--- config.mk ---
export PLATFORM = sky130hd
export DESIGN_NAME = max_tree_stream
export DESIGN_NICKNAME = d
export VERILOG_FILES = /design/src/rtl/max_tree_stream.sv
export SDC_FILE = /design/constraint.sdc
export NUM_CORES = 2
export LEC_CHECK = 0
export CORE_MARGIN = 2
export CORE_UTILIZATION = 40
export DETAILED_ROUTE_END_ITERATION = 7
export HOLD_SLACK_MARGIN = 0.15
export PLACE_DENSITY = 0.66
export RECOVER_POWER = 50
export SLEW_MARGIN = 20
export SYNTH_ARGS = -nofsm -noshare
export SYNTH_HDL_FRONTEND = slang
export SYNTH_SLANG_ARGS = --single-unit
--- constraint.sdc ---
create_clock -name clk -period 2.3 [get_ports clk]
set_input_delay 0.23 -clock clk [delete_from_list [all_inputs] [get_ports clk]]
set_output_delay 0.23 -clock clk [all_outputs]
set_load 0.005 [all_outputs]
--- src/rtl/max_tree_stream.sv ---
// Streaming max-search engine: a registered comparison tree finds each beat's max and an
// accumulator keeps the running max of a packet, reporting value, {beat,lane} position and flags.
module max_tree_stream #(
  parameter int unsigned LANES  = 8,
  parameter int unsigned DATA_W = 32,
  parameter int unsigned BEAT_W = 16,
  localparam int unsigned STAGES = $clog2(LANES)
) (
  input  logic                      clk,
  input  logic                      rst_n,
  input  logic                      s_valid,
  output logic                      s_ready,
  input  logic [LANES*DATA_W-1:0]   s_data,
  input  logic [LANES-1:0]          s_keep,
  input  logic                      s_first,
  input  logic                      s_last,
  input  logic                      signed_mode,
  output logic                      m_valid,
  input  logic                      m_ready,
  output logic [DATA_W-1:0]         m_max,
  output logic [BEAT_W+STAGES-1:0]  m_index,
  output logic                      m_empty,
  output logic                      m_ovf
);

  localparam int unsigned IdxW = BEAT_W + STAGES;
  localparam logic [BEAT_W-1:0] BeatMax = '1;

  // True when entry b must replace entry a; a holds the lower position, so ties keep a.
  function automatic logic b_wins(input logic va, input logic vb,
                                  input logic [DATA_W-1:0] da, input logic [DATA_W-1:0] db,
                                  input logic sm);
    logic gt;
    gt = sm ? ($signed(db) > $signed(da)) : (db > da);
    return vb && (!va || gt);
  endfunction

  logic adv;
  logic accept;
  logic m_valid_q, m_valid_d;

  assign adv     = !(m_valid_q && !m_ready);
  assign s_ready = adv;
  assign accept  = s_valid && adv;
  assign m_valid = m_valid_q;

  // Input packet tracking: open flag, beat counter, latched mode and overflow.
  logic              open_q, open_d;
  logic [BEAT_W-1:0] cnt_q, cnt_d;
  logic              mode_q, mode_d;
  logic              ovf_q, ovf_d;
  logic              in_pv;

  always_comb begin
    open_d = open_q;
    cnt_d  = cnt_q;
    mode_d = mode_q;
    ovf_d  = ovf_q;
    in_pv  = 1'b0;
    if (accept) begin
      if (s_first) begin
        in_pv  = 1'b1;
        open_d = !s_last;
        cnt_d  = '0;
        mode_d = signed_mode;
        ovf_d  = 1'b0;
      end else if (open_q) begin
        in_pv  = 1'b1;
        open_d = !s_last;
        if (cnt_q == BeatMax) begin
          ovf_d = 1'b1;
        end else begin
          cnt_d = cnt_q + 1'b1;
        end
      end
    end
  end

  always_ff @(posedge clk or negedge rst_n) begin
    if (!rst_n) begin
      open_q <= 1'b0;
      cnt_q  <= '0;
      mode_q <= 1'b0;
      ovf_q  <= 1'b0;
    end else begin
      open_q <= open_d;
      cnt_q  <= cnt_d;
      mode_q <= mode_d;
      ovf_q  <= ovf_d;
    end
  end

  // Per-beat sideband travelling alongside the tree, one slot per level.
  logic [STAGES:0]             pv_q;
  logic [STAGES:0]             first_q;
  logic [STAGES:0]             last_q;
  logic [STAGES:0]             smode_q;
  logic [STAGES:0]             povf_q;
  logic [STAGES:0][BEAT_W-1:0] beat_q;

  always_ff @(posedge clk or negedge rst_n) begin
    if (!rst_n) begin
      pv_q    <= '0;
      first_q <= '0;
      last_q  <= '0;
      smode_q <= '0;
      povf_q  <= '0;
      beat_q  <= '0;
    end else if (adv) begin
      pv_q    <= {pv_q[STAGES-1:0], in_pv};
      first_q <= {first_q[STAGES-1:0], s_first};
      last_q  <= {last_q[STAGES-1:0], s_last};
      smode_q <= {smode_q[STAGES-1:0], mode_d};
      povf_q  <= {povf_q[STAGES-1:0], ovf_d};
      beat_q  <= {beat_q[STAGES-1:0], cnt_d};
    end
  end

  for (genvar k = 0; k <= STAGES; k++) begin : g_lvl
    localparam int unsigned N = LANES >> k;
    logic [N-1:0]              v_q;
    logic [N-1:0][DATA_W-1:0]  d_q;
    logic [N-1:0][STAGES-1:0]  i_q;

    if (k == 0) begin : g_in
      for (genvar j = 0; j < N; j++) begin : g_idx
        assign i_q[j] = STAGES'(j);
      end

      always_ff @(posedge clk or negedge rst_n) begin
        if (!rst_n) begin
          v_q <= '0;
          d_q <= '0;
        end else if (adv) begin
          v_q <= s_keep;
          d_q <= s_data;
        end
      end
    end else begin : g_cmp
      always_ff @(posedge clk or negedge rst_n) begin
        if (!rst_n) begin
          v_q <= '0;
          d_q <= '0;
          i_q <= '0;
        end else if (adv) begin
          for (int j = 0; j < int'(N); j++) begin
            v_q[j] <= g_lvl[k-1].v_q[2*j] | g_lvl[k-1].v_q[2*j+1];
            if (b_wins(g_lvl[k-1].v_q[2*j], g_lvl[k-1].v_q[2*j+1],
                       g_lvl[k-1].d_q[2*j], g_lvl[k-1].d_q[2*j+1], smode_q[k-1])) begin
              d_q[j] <= g_lvl[k-1].d_q[2*j+1];
              i_q[j] <= g_lvl[k-1].i_q[2*j+1];
            end else begin
              d_q[j] <= g_lvl[k-1].d_q[2*j];
              i_q[j] <= g_lvl[k-1].i_q[2*j];
            end
          end
        end
      end
    end
  end

  logic              top_v;
  logic [DATA_W-1:0] top_d;
  logic [STAGES-1:0] top_i;

  assign top_v = g_lvl[STAGES].v_q[0];
  assign top_d = g_lvl[STAGES].d_q[0];
  assign top_i = g_lvl[STAGES].i_q[0];

  logic              acc_v_q, acc_v_d;
  logic [DATA_W-1:0] acc_d_q, acc_d_d;
  logic [IdxW-1:0]   acc_i_q, acc_i_d;
  logic              acc_en;
  logic              load;

  assign acc_en = adv && pv_q[STAGES];
  assign load   = acc_en && last_q[STAGES];

  // A first beat always restarts the accumulator, even when none of its lanes are kept.
  always_comb begin
    acc_v_d = acc_v_q;
    acc_d_d = acc_d_q;
    acc_i_d = acc_i_q;
    if (first_q[STAGES] || b_wins(acc_v_q, top_v, acc_d_q, top_d, smode_q[STAGES])) begin
      acc_v_d = top_v;
      acc_d_d = top_d;
      acc_i_d = {beat_q[STAGES], top_i};
    end
  end

  always_ff @(posedge clk or negedge rst_n) begin
    if (!rst_n) begin
      acc_v_q <= 1'b0;
      acc_d_q <= '0;
      acc_i_q <= '0;
    end else if (acc_en) begin
      acc_v_q <= acc_v_d;
      acc_d_q <= acc_d_d;
      acc_i_q <= acc_i_d;
    end
  end

  logic [DATA_W-1:0] m_max_q, m_max_d;
  logic [IdxW-1:0]   m_index_q, m_index_d;
  logic              m_empty_q, m_empty_d;
  logic              m_ovf_q, m_ovf_d;

  always_comb begin
    m_valid_d = m_valid_q && !m_ready;
    m_max_d   = m_max_q;
    m_index_d = m_index_q;
    m_empty_d = m_empty_q;
    m_ovf_d   = m_ovf_q;
    if (load) begin
      m_valid_d = 1'b1;
      m_max_d   = acc_v_d ? acc_d_d : '0;
      m_index_d = acc_v_d ? acc_i_d : '0;
      m_empty_d = !acc_v_d;
      m_ovf_d   = povf_q[STAGES];
    end
  end

  always_ff @(posedge clk or negedge rst_n) begin
    if (!rst_n) begin
      m_valid_q <= 1'b0;
      m_max_q   <= '0;
      m_index_q <= '0;
      m_empty_q <= 1'b0;
      m_ovf_q   <= 1'b0;
    end else begin
      m_valid_q <= m_valid_d;
      m_max_q   <= m_max_d;
      m_index_q <= m_index_d;
      m_empty_q <= m_empty_d;
      m_ovf_q   <= m_ovf_d;
    end
  end

  assign m_max   = m_max_q;
  assign m_index = m_index_q;
  assign m_empty = m_empty_q;
  assign m_ovf   = m_ovf_q;

endmodule

# Word level (Yosys, flattened, before mapping)
# Cells that the tools add are included.
# totals
register_bits	725
output_inout_bits	55
wordCells	148
# classes
add_sub_neg	1
magnitude_cmp	16
eq_ne	1
mux	43
bitwise	7
reduce_logical	33
# op_table
op	n
32-bit > comparator	16
32-bit two-way mux	9
16-bit two-way mux	4
19-bit two-way mux	2
1-bit two-way mux	25
16-bit by 1-bit adder with 16-bit output, second input constant	1
16-bit == test, second input constant	1
1-bit logical AND	12
1-bit zero test	12
1-bit logical OR	9
3-bit two-way mux	3
1-bit bitwise OR	7

# Logic depth before layout (Yosys ltp)
# depth
depth_word	7
mapped_depth	11
depth_no_buf	9

# Worst setup path after synthesis
# No wires, ideal clock.
# synth_timing
path_type	register to register
startpoint	reg g_lvl[2].d_q[42] (netlist bit)
endpoint	reg g_lvl[3].d_q[27] (netlist bit)
setup_time_ps	143
t_arrival_ps	2432
required_ps	2157
setup_slack_ps	-274
stages_incl_launch_ff	10
n_path_buf	2
synth_period_minus_slack_ps	2574
cell_sequence	dfrtp_1 ha_1 nand4_1 or4_4 o311a_4 a22o_1 buf_6 buf_6 o31ai_2 a31oi_1
# synth_between
elab_chain_cells	5
elab_cells_between_ends	6
# synth_lines
item	line	source
start: declaration	122	logic [N-1:0][DATA_W-1:0] d_q;
start signal: indexed assignment	150	d_q[j] <= g_lvl[k-1].d_q[2*j+1];
start signal: indexed assignment	153	d_q[j] <= g_lvl[k-1].d_q[2*j];
32-bit > comparator	34	gt = sm ? ($signed(db) > $signed(da)) : (db > da);
1-bit two-way mux *	34	
1-bit logical OR *	35	return vb && (!va || gt);
1-bit logical AND *	35	
32-bit two-way mux *	148	if (b_wins(g_lvl[k-1].v_q[2*j], g_lvl[k-1].v_q[2*j+1],
end signal: indexed assignment	150	
end signal: indexed assignment	153	
end: declaration	122	
# Mark *: on every way between the ends. The rest lies on a longest branch, timed or not.
# A chain may end at the register's enable or synchronous reset.

# Final worst setup path
# layout_timing
startpoint	reg g_lvl[0].d_q[106] (netlist bit)
endpoint	reg g_lvl[1].d_q[55] (netlist bit)
# layout_between
elab_chain_cells	5
elab_cells_between_ends	6
# layout_lines
item	line	source
start: declaration	122	
start signal: assignment	136	d_q <= s_data;
32-bit > comparator	34	
1-bit two-way mux *	34	
1-bit logical OR *	35	
1-bit logical AND *	35	
32-bit two-way mux *	148	
end signal: indexed assignment	150	
end signal: indexed assignment	153	
end: declaration	122	
# Marks and branches as above.

==> impl_metrics.tcl <==
set metrics [dict create \
    cp.arrival_ns 3.45 \
    cts_buffer_depth 3 \
    r2r_setup_slack_ns -0.58 \
    htreeDepth 3 \
    fin_nets 6009 \
    timing_hold_violations_final 0 \
    drt_iter0_drc 4006 \
    syn-num-nets 4754 \
    cpPeakStageDelay_ns 0.57 \
    ys_seq_elements 717 \
    reg2reg_from "g_lvl[0].d_q[106]$_DFFE_PN0N_" \
    first_global_vias 36999 \
    clock.fmax_ghz 0.347 \
    dp.cells 6304 \
    track_usage 0.272 \
    antenna_cells 0 \
    ant_nets 0 \
    dpl.hpwl_um 95400 \
    clock-sinks 717 \
    yosysMostFrequentCell "nand2_1" \
    worst_path_dominant_cell_family "simple AND/OR/NAND/NOR gates" \
    final_area_um2 59200 \
    synth_top_area_share 0.467 \
    area_growth_pct 54.1 \
    clockRootBuffer "clkbuf_16" \
    cts_tree "built" \
    max_slew.worst_pin.slew_ns 1.62 \
    yosysWarnings 0 \
    crit_cells 10 \
    netlist_instances 4226 \
    finalCriticalPeriod_ns 2.88 \
    initial_utilization 0.404 \
    gr-total-overflow 0 \
    synth_flop_cell "dfrtp_1" \
    hold_end "g_lvl[0].d_q[163]$_DFFE_PN0N_" \
    async_flop_share 1.00 \
    antenna_found_initial 1 \
    clock_latency_ns 0.67 \
    synth_edf_count 0 \
    hold_start "s_data[163]" \
    synth_area_leaders "dfrtp_1 (47%), nand2_1 (9.5%), ha_1 (8.4%)" \
    grt_max_degree 144 \
    numCtsBuffers 85 \
    critPathRequiredTime_ns 2.87 \
    slew_headroom -0.0830 \
    ys_seq_area_frac 0.467 \
    place_ws_ns -0.616 \
    clk_pin_slew_ns 0.06 \
    hold_path_depth 3 \
    totalWireLength_um 145000 \
    cp-start-kind "register" \
    die_w_um 314 \
    drv_cap 1 \
    boundaryPins 326 \
    setup_viol 419 \
    vias 38231 \
    ir_worst_vdd_mv 1.03 \
    drc 6 \
    rows 113 \
    grt_pass1_wl_um 211000 \
    slew_viol_final 13 \
    ys_types 70 \
    fin_ws_ns -0.584 \
    p_leak_uw 0.0276 \
    timing.rr.end "g_lvl[1].d_q[55]$_DFFE_PN0N_" \
    vias_per_cell 5.61 \
    fp.coreArea_um2 95200 \
    power_density_nw_per_um2 1470 \
    violations "design-rule violations, max-capacitance violations, max-slew violations, negative setup slack" \
    drive_gt1_frac 0.284 \
    crit_slowest_cell "or4_4" \
    rsz0062_at_grt "true" \
    place.gp.congestion 0.985 \
    die_h_um 314 \
    reg2regPathDepth 10 \
    fin_skew_ns 0.0218 \
    crit_buf_inv 3 \
    critPathKind "reg2reg" \
    outcome "finished with violations" \
    dieArea_um2 98600 \
    synth_commonest_cells "nand2_1 (968), dfrtp_1 (717), inv_1 (312), ha_1 (257), clkbuf_1 (244)" \
    placed_area_um2 49300 \
    end_kind "register" \
    cp_max_fo 8 \
    postLayoutCoreUtil 0.622 \
    whs_ns 0.166 \
    dr.pass1.iters 8 \
    wl_per_cell_um 21.3 \
    cp_common_cell "nand4_1" \
    min_path_type "in2reg" \
    instances_no_fill 6818 \
    synth_area_leader_cell "dfrtp_1" \
    final.period_utilization 1.25 \
    synth_area_per_cell_um2 9.10 \
    syn-cell-area_um2 38400 \
    io_buffers 325 \
    crit_chain "ha_4 > nand4_1 > or4_4 > o311a_4 > buf_6 > buf_4 > o21ai_4 > clkbuf_16 > nand4_1 > a31oi_2" \
]
-- placed cells by master, fill, tap and decap left out, drive strengths merged, types with 13 or more instances in the layout --
| cell type | synthesis | layout |
|---|---|---|
| dfrtp | 717 | 717 |
| clkbuf | 244 | 162 |
| o21a | 13 | 13 |
| mux2 | 56 | 56 |
| clkdlybuf4s50 | 0 | 324 |
| a31oi | 131 | 131 |
| nor2 | 232 | 232 |
| o211ai | 100 | 100 |
| nand4 | 220 | 220 |
| a21o | 30 | 30 |
| ha | 257 | 257 |
| nand3 | 58 | 58 |
| clkinv | 0 | 22 |
| a221oi | 43 | 43 |
| buf | 65 | 912 |
| dlygate4sd3 | 0 | 190 |
| o21ai | 177 | 177 |
| a41oi | 33 | 33 |
| o31ai | 178 | 178 |
| inv | 313 | 317 |
| nand2 | 968 | 968 |
| o2111ai | 52 | 52 |
| nor3 | 18 | 18 |
| o22ai | 34 | 34 |
| a21oi | 173 | 173 |
-- per-layer routing --
metal  up-vias  global-route usage  share of wire
li1      17543                   -              -
met1     18644               0.371           0.42
met2      1609               0.440           0.47
met3       433              0.0423          0.070
met4         2              0.0956          0.045
met5         -                   0       0.000062
-- where the power goes --
group	total (µW)	internal (µW)	switching, µW
Sequential	20400	17000	3470
Clock	14500	8750	5780
Combinational	52100	25200	26900
Total	87100	50900	36200
-- metrics by stage --
step | TNS, ns | power (µW)
2_1_floorplan | -29.85 | 41300
3_3_place_gp | -88.46 | 58700
3_5_place_dp | -97.64 | 59400
4_1_cts | -93.31 | 78300
5_1_grt | -172.00 | 91400
6_report | -118.39 | 87100
-- what timing repair did --
action                                  4_1_cts  5_1_grt
setup buffers                                50       52
pin swaps                                   166      306
gates resized for setup                     132      354
cloned                                       26       43
endpoints found under the setup margin      339      341
hold buffers                                191        0
hold endpoints to repair                    906        0
-- state kept, by name (all words and copies together) (netlist names), 4 cells and up, named ones only --
signal,cells
cnt_q,16
g_lvl.v_q,15
g_lvl.i_q,13
m_max,32
g_lvl.d_q,480
first_q,4
acc_d_q,32
povf_q,4
beat_q,64
m_index,19
last_q,4
pv_q,4
smode_q,4
acc_i_q,19
-- cell type report --
class	instances	area (µm²)
fill	7308	35900
clock buffer	119	2460
inverter	313	1180
multi-input combinational	2893	21100
tap	1265	1580
sequential	717	17900
clock inverter	40	564
timing repair buffer	1471	14400
-- worst min-delay path, delay by kind of cell --
family	cells	cell delay [ns]
buf+inv	1	0.41
simple gates	2	0.14
-- cell families after synthesis --
kind of cell | share of synthesized area
flip-flops | 0.467
XOR/XNOR | 0.00251
adder cells (fa/ha/maj) | 0.0837
AO/OA/AOI/OAI | 0.191
multiplexers | 0.0169
AND/OR/NAND/NOR | 0.173
buffers and inverters | 0.0660
-- how the worst max path moves through the flow --
stage / start / endpoint / slack (ns)
2_1_floorplan: g_lvl[2].d_q[42]$_DFFE_PN0N_ / g_lvl[3].d_q[27]$_DFFE_PN0N_ / -0.18
3_3_place_gp: g_lvl[0].d_q[79]$_DFFE_PN0N_ / g_lvl[1].d_q[52]$_DFFE_PN0N_ / -0.59
3_5_place_dp: g_lvl[0].d_q[73]$_DFFE_PN0N_ / g_lvl[1].d_q[52]$_DFFE_PN0N_ / -0.62
4_1_cts: g_lvl[1].d_q[33]$_DFFE_PN0N_ / g_lvl[2].d_q[20]$_DFFE_PN0N_ / -0.44
5_1_grt: g_lvl[0].d_q[75]$_DFFE_PN0N_ / g_lvl[1].d_q[44]$_DFFE_PN0N_ / -0.63
6_report: g_lvl[0].d_q[106]$_DFFE_PN0N_ / g_lvl[1].d_q[55]$_DFFE_PN0N_ / -0.58
Power figures use the tool's default switching activity.
